## src/rtl/bus_wrr_sched_if.sv

```systemverilog
// rtl/bus_wrr_sched_if.sv - packet bus bundle between the WRR scheduler and its device FIFOs
interface bus_wrr_sched_if #(
    parameter int DRVRS   = 4,
    parameter int PCKG_SZ = 16
);
    logic [DRVRS-1:0]         pndng;
    logic [DRVRS*PCKG_SZ-1:0] D_pop;
    logic [DRVRS-1:0]         pop;
    logic [DRVRS-1:0]         push;
    logic [PCKG_SZ-1:0]       D_push;
    logic [DRVRS-1:0]         gnt;

    modport master (input pndng, D_pop, output pop, push, D_push, gnt);
    modport slave  (output pndng, D_pop, input pop, push, D_push, gnt);
endinterface

```

## src/rtl/bus_wrr_sched.sv

```systemverilog
// rtl/bus_wrr_sched.sv - weighted round-robin packet bus scheduler (IDLE -> POP -> PUSH)
// Optional per-source push counters under BUS_WRR_SCHED_STATS_EN.
module bus_wrr_sched #(
    parameter int         DRVRS     = 4,
    parameter int         PCKG_SZ   = 16,
    parameter int         WGHT_W    = 3,
    parameter logic [7:0] BROADCAST = 8'hFF
) (
    input  logic                     clk,
    input  logic                     reset,
    bus_wrr_sched_if.master          bus,
    input  logic [DRVRS*WGHT_W-1:0]  wght,
    input  logic                     wght_ld,
    output logic                     busy,
    output logic                     err_addr
`ifdef BUS_WRR_SCHED_STATS_EN
    ,
    input  logic                     stat_clr,
    output logic [DRVRS*16-1:0]      stat_cnt
`endif
);
    localparam int IW = (DRVRS > 1) ? $clog2(DRVRS) : 1;

    typedef enum logic [1:0] {IDLE, POP, PUSH} state_t;

    state_t             state;
    logic [IW-1:0]      owner;
    logic [IW-1:0]      ptr;
    logic [IW-1:0]      next_owner;
    logic [IW-1:0]      cand;
    logic [IW-1:0]      sel;
    logic               found;
    logic               keep;
    logic [WGHT_W-1:0]  credit;
    logic [WGHT_W-1:0]  reload;
    logic [WGHT_W-1:0]  weight [DRVRS];
    logic [PCKG_SZ-1:0] head;
    logic [7:0]         dest;

    // Cyclic search for the next requester, starting just after the RR pointer.
    always_comb begin
        next_owner = owner;
        cand       = '0;
        found      = 1'b0;
        for (int k = 1; k <= DRVRS; k++) begin
            cand = IW'((int'(ptr) + k) % DRVRS);
            if (!found && bus.pndng[cand]) begin
                next_owner = cand;
                found      = 1'b1;
            end
        end
    end

    assign keep   = (credit != '0) && bus.pndng[owner];
    assign sel    = keep ? owner : next_owner;
    assign reload = (weight[next_owner] == '0) ? WGHT_W'(1) : weight[next_owner];
    assign head   = bus.D_pop[owner*PCKG_SZ +: PCKG_SZ];
    assign dest   = head[PCKG_SZ-1 -: 8];

    always_ff @(posedge clk) begin
        if (reset) begin
            state      <= IDLE;
            owner      <= '0;
            ptr        <= IW'(DRVRS-1);
            credit     <= '0;
            bus.pop    <= '0;
            bus.push   <= '0;
            bus.gnt    <= '0;
            bus.D_push <= '0;
            err_addr   <= 1'b0;
            busy       <= 1'b0;
            for (int i = 0; i < DRVRS; i++) weight[i] <= WGHT_W'(1);
        end else begin
            // A weight load never touches the live credit; it is seen at the next reload.
            if (wght_ld) begin
                for (int i = 0; i < DRVRS; i++) weight[i] <= wght[i*WGHT_W +: WGHT_W];
            end
            case (state)
                IDLE: begin
                    bus.push <= '0;
                    err_addr <= 1'b0;
                    if (bus.pndng != '0) begin
                        owner   <= sel;
                        bus.gnt <= DRVRS'(1) << sel;
                        bus.pop <= DRVRS'(1) << sel;
                        if (!keep) begin
                            ptr    <= next_owner;
                            credit <= reload;
                        end
                        busy  <= 1'b1;
                        state <= POP;
                    end else begin
                        bus.gnt <= '0;
                        bus.pop <= '0;
                        busy    <= 1'b0;
                    end
                end
                POP: begin
                    bus.pop    <= '0;
                    bus.D_push <= head;
                    if (int'(dest) < DRVRS) begin
                        bus.push <= DRVRS'(1) << dest;
                    end else if (dest == BROADCAST) begin
                        bus.push <= ~(DRVRS'(1) << owner);
                    end else begin
                        bus.push <= '0;
                        err_addr <= 1'b1;
                    end
                    state <= PUSH;
                end
                PUSH: begin
                    bus.push <= '0;
                    bus.gnt  <= '0;
                    err_addr <= 1'b0;
                    busy     <= 1'b0;
                    credit   <= credit - WGHT_W'(1);
                    state    <= IDLE;
                end
                default: state <= IDLE;
            endcase
        end
    end

`ifdef BUS_WRR_SCHED_STATS_EN
    logic [15:0] cnt [DRVRS];

    // Counted per source during the PUSH cycle; dropped packets leave push at zero.
    always_ff @(posedge clk) begin
        if (reset || stat_clr) begin
            for (int i = 0; i < DRVRS; i++) cnt[i] <= '0;
        end else if (state == PUSH && bus.push != '0 && cnt[owner] != 16'hFFFF) begin
            cnt[owner] <= cnt[owner] + 16'd1;
        end
    end

    for (genvar g = 0; g < DRVRS; g++) begin : g_stat
        assign stat_cnt[g*16 +: 16] = cnt[g];
    end
`endif
endmodule
```

## src/flat_wrapper.sv

```systemverilog
// flat-port wrapper written by rule: the top's interface ports become plain ports
module bus_wrr_sched_flat 
#(
    parameter int         DRVRS     = 4,
    parameter int         PCKG_SZ   = 16,
    parameter int         WGHT_W    = 3,
    parameter logic [7:0] BROADCAST = 8'hFF
)
  (clk, reset, wght, wght_ld, busy, err_addr, bus_pndng, bus_D_pop, bus_pop, bus_push, bus_D_push, bus_gnt);
  bus_wrr_sched_if #(.DRVRS(DRVRS), .PCKG_SZ(PCKG_SZ)) bus_i ();
  input  logic clk;
  input  logic reset;
  input  logic [DRVRS*WGHT_W-1:0] wght;
  input  logic wght_ld;
  output logic busy;
  output logic err_addr;
  input wire logic [$bits(bus_i.pndng)-1:0] bus_pndng;
  input wire logic [$bits(bus_i.D_pop)-1:0] bus_D_pop;
  output wire logic [$bits(bus_i.pop)-1:0] bus_pop;
  output wire logic [$bits(bus_i.push)-1:0] bus_push;
  output wire logic [$bits(bus_i.D_push)-1:0] bus_D_push;
  output wire logic [$bits(bus_i.gnt)-1:0] bus_gnt;
  assign bus_i.pndng = bus_pndng;
  assign bus_i.D_pop = bus_D_pop;
  assign bus_pop = bus_i.pop;
  assign bus_push = bus_i.push;
  assign bus_D_push = bus_i.D_push;
  assign bus_gnt = bus_i.gnt;
  bus_wrr_sched #(.DRVRS(DRVRS), .PCKG_SZ(PCKG_SZ), .WGHT_W(WGHT_W), .BROADCAST(BROADCAST)) u_core (.clk(clk), .reset(reset), .bus(bus_i), .wght(wght), .wght_ld(wght_ld), .busy(busy), .err_addr(err_addr));
endmodule
```

## config.mk

```make
export PLATFORM = sky130hd
export DESIGN_NAME = bus_wrr_sched_flat
export DESIGN_NICKNAME = d
export VERILOG_FILES = /design/src/rtl/bus_wrr_sched_if.sv /design/src/rtl/bus_wrr_sched.sv /design/src/flat_wrapper.sv
export SDC_FILE = /design/constraint.sdc
export NUM_CORES = 1
export LEC_CHECK = 0
export CAP_MARGIN = 20
export CORE_MARGIN = 10
export CORE_UTILIZATION = 39
export CTS_CLUSTER_DIAMETER = 30
export DETAILED_ROUTE_END_ITERATION = 8
export PLACE_DENSITY_LB_ADDON = 0.15
export SLEW_MARGIN = 20
export SYNTH_ARGS = -nofsm -noshare
export SYNTH_HDL_FRONTEND = slang
export SYNTH_SLANG_ARGS = --single-unit
```

## constraint.sdc

```tcl
create_clock -name clk -period 6.5 [get_ports clk]
set_input_delay 1.3 -clock clk [delete_from_list [all_inputs] [get_ports clk]]
set_output_delay 1.3 -clock clk [all_outputs]
set_load 0.01 [all_outputs]
```

Word-level counts from Yosys, hierarchy flattened
Memories as Yosys holds them, arrays and structs flattened.
Cells that the tools add are included.
{"block": "classes", "n_addsub": 5, "multipliers": 0, "n_div": 0, "n_lt_le_gt_ge": 6, "n_eq_ne": 7, "shifts": 4, "n_mux": 44, "bitwise_logic": 6, "reduce_logical": 19}
{"op": "$shiftx A64 B7 Y16", "count": 1}
{"op": "$pmux W4 S2", "count": 3}
{"op": "$mux W3", "count": 7}
{"op": "$mux W1", "count": 16}
{"op": "$lt A2 B3 Y1 const B", "count": 5}
{"op": "$mux W2", "count": 6}
{"op": "$mux W4", "count": 3}
{"op": "$bmux W1 S2", "count": 5}
{"op": "$reduce_and A3 Y1", "count": 3}
{"op": "$eq A8 B8 Y1 const B", "count": 1}
{"op": "$lt A8 B3 Y1 const B", "count": 1}
{"op": "$shl A1 B2 Y4 const A", "count": 2}
{"op": "$shl A1 B8 Y4 const A", "count": 1}
{"op": "$ne A2 B2 Y1 const B", "count": 3}
{"op": "$pmux W3 S2", "count": 1}
{"op": "$reduce_bool A2 Y1", "count": 3}
{"op": "$add A2 B1 Y2 const B", "count": 2}
{"op": "$add A2 B2 Y2 const B", "count": 2}
{"op": "$logic_and A1 B1 Y1", "count": 4}
{"op": "$not A4 Y4", "count": 1}
{"op": "$or A1 B1 Y1", "count": 4}
{"op": "$pmux W1 S2", "count": 2}
{"op": "$pmux W2 S2", "count": 1}
{"op": "$reduce_bool A4 Y1", "count": 1}
{"op": "11 further kinds", "count": 13}
{"block": "totals", "register_bits": 39, "latchBits": 0, "ram_bits": 12, "romBits": 0, "in_bits": 83, "output_inout_bits": 30, "word_cells": 102, "memories": 1}
{"name": "u_core.weight", "depth": 4, "width": 3, "read_ports": 1, "rd_clocked_by_memory_dff": 0, "wr": 4, "line": "bus_wrr_sched.sv:36", "text": "logic [WGHT_W-1:0] weight [DRVRS];"}

Logic depth before layout (Yosys ltp)
Gate-level depths: netlist of run 1.
An unclocked memory read counts as a cell.
{"block": "logic_depth", "word_depth": 19, "mapped_depth": 10, "ltp_nobuf": 10}

Worst setup path before layout of run 1
Ideal clock, no wire load.
{"block": "synth_timing", "kind": "in2reg", "from": "input bus_pndng[1]", "to": "register u_core.credit[2]", "t_arrival_ns": 2.974, "t_required_ns": 6.421, "setup_slack_ns": 3.446, "stages": 8, "path_buffers": 1, "cell_sequence": "buf_2 -> o21a_1 -> nor4b_1 -> o22ai_2 -> o31a_1 -> a22o_1 -> mux2_2 -> a211oi_2"}
{"block": "synth_via", "elab_chain_len": 18, "elab_cells_between_ends": 34, "cone_classes": "2 x eq/ne; 21 x mux; 10 x reduce/logical; 1 x memory"}
{"item": "start, declared", "line": "flat_wrapper.sv:17", "text": "input wire logic [$bits(bus_i.pndng)-1:0] bus_pndng;"}
{"item": "$bmux W1 S2", "line": "bus_wrr_sched.sv:47", "text": "if (!found && bus.pndng[cand]) begin"}
{"item": "$mux W1 (not written as such)", "line": "bus_wrr_sched.sv:47"}
{"item": "$mux W1", "line": "bus_wrr_sched.sv:47"}
{"item": "$logic_not A1 Y1", "line": "bus_wrr_sched.sv:47"}
{"item": "$logic_and A1 B1 Y1", "line": "bus_wrr_sched.sv:47"}
{"item": "$mux W1", "line": "bus_wrr_sched.sv:47"}
{"item": "$logic_not A1 Y1", "line": "bus_wrr_sched.sv:47"}
{"item": "$logic_and A1 B1 Y1", "line": "bus_wrr_sched.sv:47"}
{"item": "(+2 left out)"}
{"item": "$logic_and A1 B1 Y1", "line": "bus_wrr_sched.sv:47"}
{"item": "$mux W2", "line": "bus_wrr_sched.sv:47"}
{"item": "$mem_v2 Z4 W3"}
{"item": "$logic_not A3 Y1", "line": "bus_wrr_sched.sv:56", "text": "assign reload = (weight[next_owner] == '0) ? WGHT_W'(1) : weight[next_owner];"}
{"item": "$mux W3", "line": "bus_wrr_sched.sv:56"}
{"item": "$mux W3", "line": "bus_wrr_sched.sv:86", "text": "if (!keep) begin"}
{"item": "$mux W3", "line": "bus_wrr_sched.sv:82", "text": "if (bus.pndng != '0) begin"}
{"item": "$pmux W3 S2", "line": "bus_wrr_sched.sv:78", "text": "case (state)"}
{"item": "end signal, assigned", "line": "bus_wrr_sched.sv:88", "text": "credit <= reload;"}
{"item": "end signal, assigned", "line": "bus_wrr_sched.sv:116", "text": "credit <= credit - WGHT_W'(1);"}
{"item": "end, declared", "line": "bus_wrr_sched.sv:34", "text": "logic [WGHT_W-1:0] credit;"}
Parallel ways exist; a longest one is shown, timed or not. The select of a mux whose other input is x is not followed.
A chain may end at the register's enable or synchronous reset.

Worst setup path after layout of run 1
{"block": "layout_timing", "from": "input bus_pndng[0]", "to": "register u_core.credit[2]"}
The elaborated chain is that of the path after synthesis.

==> flow_summary_export.csv, run 1 <==
group,metric,value,unit
power_and_ir_drop,p_sw_frac,0.3347,
detailed_routing,viasPerCell,5.041,
sta,rsz0062_at_grt,"false",
detailed_routing,finalWirelength,7.952,mm
global_route,grt.overflow.total,0,
power_and_ir_drop,leakagePower,1.472,nW
worst_setup_path,critPathRequiredTime,6.73,ns
sta,period_minus_slack,3.387,ns
detailed_routing,drcViolationCount,0,
synthesis,postSynthCellCount,293,
sta,slew_viol_final,0,
power_and_ir_drop,ir_worst_vdd,118.9,uV
synthesis,syn_area_per_cell,9.544,um^2
clock_tree,htreeDepth,2,
worst_setup_path,critPathMaxFanout,11,
power_and_ir_drop,seqPwrFrac,0.417,
placement,gp_congestion,0.7845,
worst_hold_path,min_path_type,"flop to flop",
worst_setup_path,cp-end-kind,"flop",
placement,dp.cells,482,
sta,post-route-period-util,0.5210,
detailed_routing,initialDrtViolationCount,89,
floorplanning,core-area,6869,um^2
flow_run,cap_violations,0,
detailed_routing,wl_per_cell,16.23,um
synthesis,synth_seq_area_share,0.4081,
worst_setup_path,crit_type,"input port to flop",
clock_tree,cts.path.max_buffers,2,
synthesis,async_reset_ff_frac,0,
synthesis,synth_edf_count,12,
clock_tree,numCtsBuffers,5,
synthesis,synth.distinct_cells,46,
clock_tree,clock-root-buffer,"clkbuf_8",
cells_and_area,final_cell_mix,"clkdlybuf4s50_1, nand2_1, dfxtp_1",
clock_tree,clkTransAtPathRegs,0.09,ns
floorplanning,die_w,104.7,um
worst_setup_path,cp-start-kind,"input port",
clock_tree,insertion_delay,0.31,ns
cells_and_area,final_nets,478,
cells_and_area,layout_commonest_cell,"clkdlybuf4s50_1",
floorplanning,ios,113,
global_route,grt_max_degree,40,
cells_and_area,area_delta_synth_final,44.07,%
worst_setup_path,crit_arrival,3.61,ns
global_route,grt_use_total,0.1440,
floorplanning,die_area,10960,um^2
synthesis,synth_top_flop_cell,"dfxtp_1",
sta,max_freq,295.3,MHz
sta,setup_viol,0,
clock_tree,post-cts-setup-buffers,0,
clock_tree,cts_tree,"built",
sta,setup_tns,0,ns
power_and_ir_drop,switching_power,0.3353,mW
floorplanning,fp-row-count,30,
global_route,grt_pass1_wl,13.07,mm
cells_and_area,drive_gt1_frac,0.06091,
sta,hold_violations,0,
power_and_ir_drop,power_frac_comb,0.405,
power_and_ir_drop,clkPwrFrac,0.178,
sta,max_slew_margin,0.5757,
detailed_routing,ant_nets,0,
global_route,grt_pass1_vias,2547,
synthesis,synth_warnings,0,
floorplanning,die_h,104.7,um
placement,hpwlAfterDp,6.311,mm
cells_and_area,fin_cells,490,
power_and_ir_drop,power_density,248.7,nW/um^2
placement,io_buffer_count,112,
detailed_routing,firstDrtPassIters,5,
status,outcome,"finished, final reports clean",
global_route,antenna_found_initial,0,
detailed_routing,vias,2470,
floorplanning,initial_core_util,0.4071,
clock_tree,cts.sinks,51,
sta,finClkSkew,0.01402,ns
synthesis,synth_area,2796,um^2
clock_tree,ctsResizeCount,0,
synthesis,synth.net_count,378,
synthesis,synth-seq-cells,51,
clock_tree,ctsHoldBuffers,0,
power_and_ir_drop,intPower,0.6666,mW
cells_and_area,antennaDiodeCount,0,
sta,worstMarginPinSlew,0.6336,ns
==> cell families (layout without fill, tap and decap cells) <==
| logic type | count (synthesis) | in the layout | synth area share |
|---|---|---|---|
| AO/OA/AOI/OAI | 64 | 64 | 0.1414 |
| buffers and inverters | 31 | 132 | 0.05369 |
| flip-flops | 51 | 51 | 0.4081 |
| multiplexers | 26 | 26 | 0.1839 |
| AND/OR/NAND/NOR | 119 | 119 | 0.2040 |
| adder cells (fa/ha/maj) | 2 | 2 | 0.008947 |
==> critical path: stages <==
cell,delay [ns]
clkdlybuf4s50_1,0.58
o21a_1,0.26
nor4b_1,0.36
o22ai_2,0.24
o31a_1,0.16
a22o_1,0.24
mux2_2,0.27
a211oi_2,0.22
==> per-layer routing <==
metal | GRT usage | vias to the layer above | wire length, um
met5 | 0 | - | 0
met4 | 0.04216 | 0 | 141
met3 | 0.02948 | 9 | 300
met2 | 0.2556 | 81 | 4017
met1 | 0.1709 | 1116 | 3493
li1 | - | 1264 | -
==> cell usage after synthesis, types with 6 or more instances <==
library cell,instances,share of area
dfxtp_1,39,0.28
nor2_1,22,0.030
clkbuf_1,12,0.016
inv_1,10,0.013
a21oi_1,34,0.061
nand2b_1,8,0.018
mux4_1,10,0.094
edfxtp_1,12,0.13
mux4_2,7,0.056
mux2i_1,6,0.021
nor3_1,9,0.016
o21ai_0,7,0.013
buf_2,6,0.011
and2_1,9,0.020
nand2_1,48,0.064
==> layout make-up <==
type                       count  area [um^2]
fill                         631         2840
multi-input combinational    211         1508
sequential                    51         1142
timing repair buffer         114         1136
tap                           96        120.1
clock buffer                   6        72.57
inverter                      10        37.54
clock inverter                 2        12.51
==> power groups by stage <==
stage / Combinational (mW) / Sequential (mW) / Clock (mW)
6_report: 0.405 / 0.418 / 0.179
5_1_grt: 0.453 / 0.427 / 0.199
4_1_cts: 0.412 / 0.419 / 0.186
3_5_place_dp: 0.410 / 0.426 / 0
3_3_place_gp: 0.404 / 0.425 / 0
2_1_floorplan: 0.283 / 0.405 / 0
==> registers in the layout, indices dropped and copies added (netlist names) <==
signal	count
u_core.busy	1
u_core.credit	3
u_core.bus.pop	4
u_core.bus.push	4
u_core.owner	2
u_core.ptr	2
u_core.state	2
u_core.err_addr	1
u_core.bus.D_push	16
u_core.weight	12
u_core.bus.gnt	4
==> worst paths after layout <==
kind	startpoint	endpoint	slack [ns]	cells past startpoint
min	u_core.bus.D_push[11]	u_core.bus.D_push[11]	0.45	2
min reg2reg	u_core.bus.D_push[11]	u_core.bus.D_push[11]	0.45	2
max	bus_pndng[0]	u_core.credit[2]	3.11	8
max reg2reg	u_core.owner[1]	u_core.credit[2]	4.04	7
==> per-stage QoR <==
stage / cell area, um^2 / power [mW] / setup WS (ns) / hold WS, ns / util
global route: 4029 / 1.079 / 2.921 / 0.4853 / 0.5865
CTS: 4025 / 1.016 / 3.131 / 0.4593 / 0.5860
detailed placement: 3940 / 0.8358 / 2.803 / 0.4471 / 0.5736
global placement: 3940 / 0.8289 / 2.882 / 0.4406 / 0.5736
floorplan: 2796 / 0.6877 / 3.446 / 0.4805 / -
finish: 4029 / 1.002 / 3.113 / 0.4537 / 0.5865
(Power assumes the default switching activity.)
==> run 2: changes to the inputs <==
Clock period 6.5 ns to 3.55 ns, I/O delays scaled along.
==> run 2 against run 1 <==
  * Final area rose by 0.65%
  * Global-route usage down 0.20 points
  * Utilization is 0.38 points higher
  * Power up 85%
  * Die area did not move
  * Register-to-register slack worse by 3.0 ns
  * Worst hold slack barely moved
  * Worst setup slack got worse by 2.3 ns
  * Combinational power grew 87%
  * Clock power increased by 89%
  * Via count up 3.2%
  * Largest power group is now combinational logic
==> flow_summary_export.csv, run 2 (synthesis gave the netlist of run 1 again) <==
group,metric,value,unit
status,outcome,"finished, final reports clean",
worst_setup_path,critPathLaunch,"bus_pndng[1]",
cells_and_area,biggestRegsByFlops,"u_core.bus.D_push x16, u_core.weight x12",
clock_tree,ctsResizeCount,0,
floorplanning,die_area,10960,um^2
clock_tree,clkTransAtPathRegs,0.08,ns
floorplanning,die_h,104.7,um
worst_setup_path,cp-end-kind,"flop",
worst_setup_path,crit_arrival,2.98,ns
power_and_ir_drop,ir_worst_vdd,268.9,uV
global_route,grt_pass1_wl,12.73,mm
cells_and_area,final_cell_mix,"clkdlybuf4s50_1, nand2_1, dfxtp_1",
cells_and_area,drive_gt1_frac,0.06549,
placement,gp_congestion,0.7931,
worst_hold_path,min_path_type,"flop to flop",
clock_tree,ctsHoldBuffers,0,
sta,rsz0062_at_grt,"false",
flow_run,cap_violations,0,
clock_tree,cts_tree,"built",
worst_setup_path,critPathRequiredTime,3.78,ns
worst_setup_path,reg2reg_depth,7,
detailed_routing,firstDrtPassIters,4,
global_route,grt_use_total,0.1420,
placement,dp.cells,485,
cells_and_area,fill_cells,636,
cells_and_area,top_register,"u_core.bus.D_push",
detailed_routing,vias,2549,
placement,hpwlAfterDp,6.360,mm
floorplanning,ios,113,
sta,setup_tns,0,ns
sta,setup_viol,0,
sta,finClkSkew,0.005038,ns
clock_tree,insertion_delay,0.30,ns
clock_tree,cts.sinks,51,
clock_tree,cts.path.max_buffers,2,
detailed_routing,initialDrtViolationCount,133,
global_route,grt_pass1_vias,2463,
cells_and_area,final_nets,481,
floorplanning,core-area,6869,um^2
cells_and_area,antennaDiodeCount,0,
worst_setup_path,cp_cell_sequence,"clkdlybuf4s50_1, o21a_1, nor4b_1, o22ai_2, o31a_1, a22o_1, mux2_2, a211oi_2",
sta,post-route-period-util,0.7738,
worst_setup_path,ff2ff_setup_slack,1.03,ns
floorplanning,fp-row-count,30,
detailed_routing,wl_per_cell,16.15,um
worst_setup_path,endpoint,"u_core.credit[2]",
worst_setup_path,reg2reg_to,"u_core.bus.push[0]",
sta,max_freq,364.0,MHz
sta,max_slew_margin,0.5596,
worst_setup_path,crit_path_top_delay_cell,"clkdlybuf4s50_1",
cells_and_area,fin_cells,493,
clock_tree,htreeDepth,2,
cells_and_area,seq_area,1141,um^2
cells_and_area,layout_commonest_cell,"clkdlybuf4s50_1",
worst_setup_path,crit_type,"input port to flop",
sta,hold_violations,0,
clock_tree,clock-root-buffer,"clkbuf_8",
power_and_ir_drop,power_density,456.1,nW/um^2
detailed_routing,ant_nets,0,
placement,pre_cts_ws,0.4973,ns
detailed_routing,viasPerCell,5.170,
sta,setup_ws,0.8029,ns
global_route,antenna_found_initial,0,
clock_tree,post-cts-setup-buffers,0,
floorplanning,initial_core_util,0.4071,
detailed_routing,finalWirelength,7.963,mm
clock_tree,numCtsBuffers,5,
global_route,grt.overflow.total,0,
cells_and_area,largest_reg_flops,16,
power_and_ir_drop,leakagePower,1.490,nW
worst_setup_path,crit_cells,8,
worst_setup_path,crit_buf_inv,1,
sta,worstMarginPinSlew,0.6577,ns
worst_setup_path,cp-start-kind,"input port",
cells_and_area,area_delta_synth_final,45.01,%
worst_setup_path,rr_startpoint,"u_core.owner[0]",
cells_and_area,multi_input_area,1508,um^2
placement,io_buffer_count,112,
global_route,grt_max_degree,38,
detailed_routing,drcViolationCount,0,
worst_setup_path,critPathTopFamily,"compound AO/OA/AOI/OAI gates",
worst_setup_path,max_stage_delay,0.57,ns
worst_setup_path,critPathMaxFanout,10,
sta,slew_viol_final,0,
sta,period_minus_slack,2.747,ns
floorplanning,die_w,104.7,um
## run 2: cell count changes in the layout (fill, tap and decap cells not counted), sizes merged
cell,change
buf,+3
clkinv,-1
clkbuf,+1
## run 2: layer usage
| layer | share of wire | global-route usage | vias up |
|---|---|---|---|
| met5 | 0 | 0 | - |
| met4 | 0.016 | 0.04608 | 0 |
| met3 | 0.047 | 0.03440 | 8 |
| met2 | 0.50 | 0.2480 | 83 |
| met1 | 0.44 | 0.1667 | 1187 |
| li1 | - | - | 1271 |
## run 2: area by class of cell
class                   count  area share
multi-input cells         211      0.3718
clock inverters             1   0.0009256
well taps                  96     0.02962
clock buffers               7     0.02129
inverters                  10    0.009256
flip-flops and latches     51      0.2814
repair buffers            117      0.2857
## run 2: where the power goes
part	internal, mW	total [mW]	switching [mW]
clock	0.156	0.338	0.182
combinational	0.410	0.757	0.348
sequential	0.676	0.754	0.0785
total	1.24	1.85	0.608
## run 2: worst min-delay path: stages (launching register included)
cell,delay (ns)
dfxtp_1,0.31
nand2_1,0.05
a21oi_1,0.05
## run 2: through the flow
stage | utilization | hold slack (ns) | cell area, um^2 | total power, mW
final | 0.5903 | 0.4542 | 4055 | 1.850
after global routing | 0.5903 | 0.4827 | 4055 | 1.970
after global placement | 0.5769 | 0.4411 | 3963 | 1.520
after CTS | 0.5900 | 0.4591 | 4053 | 1.868
after detailed placement | 0.5769 | 0.4472 | 3963 | 1.533
after floorplan | - | 0.4805 | 2796 | 1.259
## run 2: worst min-delay path by stage
stage	from	to	slack, ns	depth (start not counted)
2_1_floorplan	u_core.bus.D_push[0]	u_core.bus.D_push[0]	0.48	2
4_1_cts	u_core.bus.D_push[11]	u_core.bus.D_push[11]	0.46	2
3_5_place_dp	u_core.bus.D_push[0]	u_core.bus.D_push[0]	0.45	2
5_1_grt	u_core.bus.D_push[9]	u_core.bus.D_push[9]	0.48	2
6_report	u_core.bus.D_push[11]	u_core.bus.D_push[11]	0.45	2
3_3_place_gp	u_core.bus.D_push[14]	u_core.bus.D_push[14]	0.44	2
==> run 3: changes to the inputs <==
Clock period 3.55 ns to 2.72 ns, I/O delays scaled along.
==> run 3 against run 2 <==
  * Routed wire length fell by 0.34%
  * Worst hold slack hardly changed
  * Final area is 2.0% higher
  * Clock-buffer cell count is the same
  * Non-clock buffer count increased by 13
  * Sequential cell count did not move
  * First-iteration DRC count is 38% lower
==> flow_summary_export.csv, run 3 (synthesis gave the netlist of run 1 again) <==
group,metric,value,unit
status,outcome,"finished, final reports clean",
power_and_ir_drop,switching_power,0.7887,mW
sta,max_slew_margin,0.5965,
worst_setup_path,crit_type,"input port to flop",
flow_run,cap_violations,0,
cells_and_area,final_nets,494,
floorplanning,core-area,6869,um^2
cells_and_area,layout_commonest_cell,"clkdlybuf4s50_1",
sta,finClkSkew,0.008987,ns
sta,post-route-period-util,0.9130,
placement,io_buffer_count,112,
power_and_ir_drop,p_sw_frac,0.3234,
power_and_ir_drop,seqPwrFrac,0.401,
power_and_ir_drop,power_frac_comb,0.433,
worst_setup_path,reg2reg_depth,7,
sta,rsz0062_at_grt,"false",
clock_tree,ctsResizeCount,0,
sta,setup_tns,0,ns
sta,hold_violations,0,
worst_setup_path,cp-end-kind,"flop",
worst_hold_path,worstHoldPathCells,2,
sta,max_freq,402.7,MHz
detailed_routing,ant_nets,0,
power_and_ir_drop,intPower,1.650,mW
cells_and_area,top_register,"u_core.bus.D_push",
clock_tree,numCtsBuffers,5,
floorplanning,die_h,104.7,um
floorplanning,ios,113,
power_and_ir_drop,power_density,589.6,nW/um^2
clock_tree,htreeDepth,2,
detailed_routing,viasPerCell,5.048,
global_route,grt_pass1_wl,13.07,mm
clock_tree,post-cts-setup-buffers,0,
detailed_routing,drcViolationCount,0,
worst_setup_path,crit_buf_inv,1,
clock_tree,insertion_delay,0.30,ns
detailed_routing,finalWirelength,7.936,mm
global_route,grt_max_degree,38,
worst_setup_path,cp-start-kind,"input port",
global_route,antenna_found_initial,0,
global_route,grt_use_total,0.1439,
global_route,grt.overflow.total,0,
clock_tree,clkTransAtPathRegs,0.08,ns
worst_setup_path,critPathMaxFanout,10,
floorplanning,die_area,10960,um^2
clock_tree,ctsHoldBuffers,0,
placement,hpwlAfterDp,6.373,mm
power_and_ir_drop,ir_worst_vdd,374.5,uV
worst_setup_path,max_stage_delay,0.57,ns
placement,gp_congestion,0.8083,
worst_setup_path,cp_cell_sequence,"clkdlybuf4s50_1, o21a_1, nor4b_1, o22ai_2, o31a_1, a22o_1, mux2_2, a211oi_2",
floorplanning,die_w,104.7,um
cells_and_area,fill_cells,614,
worst_setup_path,crit_cells,8,
power_and_ir_drop,clkPwrFrac,0.166,
sta,period_minus_slack,2.483,ns
clock_tree,cts.path.max_buffers,2,
clock_tree,clock-root-buffer,"clkbuf_8",
sta,setup_viol,0,
sta,worstMarginPinSlew,0.6040,ns
clock_tree,cts.sinks,51,
global_route,grt_pass1_vias,2512,
cells_and_area,biggestRegsByFlops,"u_core.bus.D_push x16, u_core.weight x12",
cells_and_area,final_cell_mix,"clkdlybuf4s50_1, nand2_1, dfxtp_1",
cells_and_area,antennaDiodeCount,0,
detailed_routing,vias,2549,
power_and_ir_drop,finalPower,2.439,mW
detailed_routing,firstDrtPassIters,4,
floorplanning,initial_core_util,0.4071,
detailed_routing,wl_per_cell,15.71,um
sta,setup_ws,0.2368,ns
worst_setup_path,critPathTopFamily,"compound AO/OA/AOI/OAI gates",
worst_setup_path,crit_arrival,2.70,ns
cells_and_area,area_delta_synth_final,47.92,%
worst_setup_path,critPathRequiredTime,2.94,ns
worst_hold_path,min_path_type,"flop to flop",
sta,slew_viol_final,0,
cells_and_area,final_core_util,0.6022,
placement,pre_cts_ws,-0.07672,ns
clock_tree,cts_tree,"built",
floorplanning,fp-row-count,30,
sta,hold_slack,0.4537,ns
worst_setup_path,crit_path_top_delay_cell,"clkdlybuf4s50_1",
cells_and_area,drive_gt1_frac,0.09046,
power_and_ir_drop,leakagePower,1.545,nW
cells_and_area,largest_reg_flops,16,
detailed_routing,initialDrtViolationCount,82,
==> run 3: cell types whose count changed in the layout (fill, tap and decap cells not counted) <==
cell	previous run	this run
buf_4	5	18
clkbuf_8	6	5
nor2b_1	4	5
nor2b_2	1	0
clkbuf_1	1	2
clkinv_1	1	0
==> run 3: worst min-delay path: stages, from the launching register on <==
cell     delay [ns]
dfxtp_1        0.31
nand2_1        0.05
a21oi_1        0.05
==> run 3: cell type report <==
| class | count | area (um^2) | area share |
|---|---|---|---|
| tap | 96 | 120.1 | 0.02904 |
| inverter | 10 | 37.54 | 0.009074 |
| sequential | 51 | 1141 | 0.2759 |
| multi-input combinational | 211 | 1505 | 0.3639 |
| timing repair buffer | 130 | 1256 | 0.3037 |
| clock buffer | 7 | 76.32 | 0.01845 |
==> run 3: power groups by stage <==
stage                     Clock, mW  Sequential [mW]  Combinational, mW
after floorplan                   0            0.968              0.676
after global placement            0            0.995               1.05
after detailed placement          0            0.998               1.06
after CTS                     0.419            0.980               1.07
after global routing          0.454            0.997               1.17
final                         0.405            0.979               1.06
==> run 3: worst paths after layout <==
| check | start | endpoint | slack (ns) |
|---|---|---|---|
| max | bus_pndng[1] | u_core.credit[2] | 0.24 |
| min | u_core.bus.gnt[3] | u_core.bus.gnt[3] | 0.45 |
| max reg2reg | u_core.owner[0] | u_core.bus.push[0] | 0.26 |
| min reg2reg | u_core.bus.gnt[3] | u_core.bus.gnt[3] | 0.45 |
==> run 3: layer usage <==
metal	GRT usage	vias to the layer above	wire, um
met5	0	-	0
met4	0.03922	0	66
met3	0.02887	6	328
met2	0.2525	72	3948
met1	0.1746	1181	3592
li1	-	1290	-
==> run 3: through the flow <==
stage / area, um^2 / std cells
6_report: 4136 / 505
2_1_floorplan: 2796 / 293
3_3_place_gp: 4060 / 498
4_1_cts: 4136 / 505
3_5_place_dp: 4060 / 498
5_1_grt: 4136 / 505
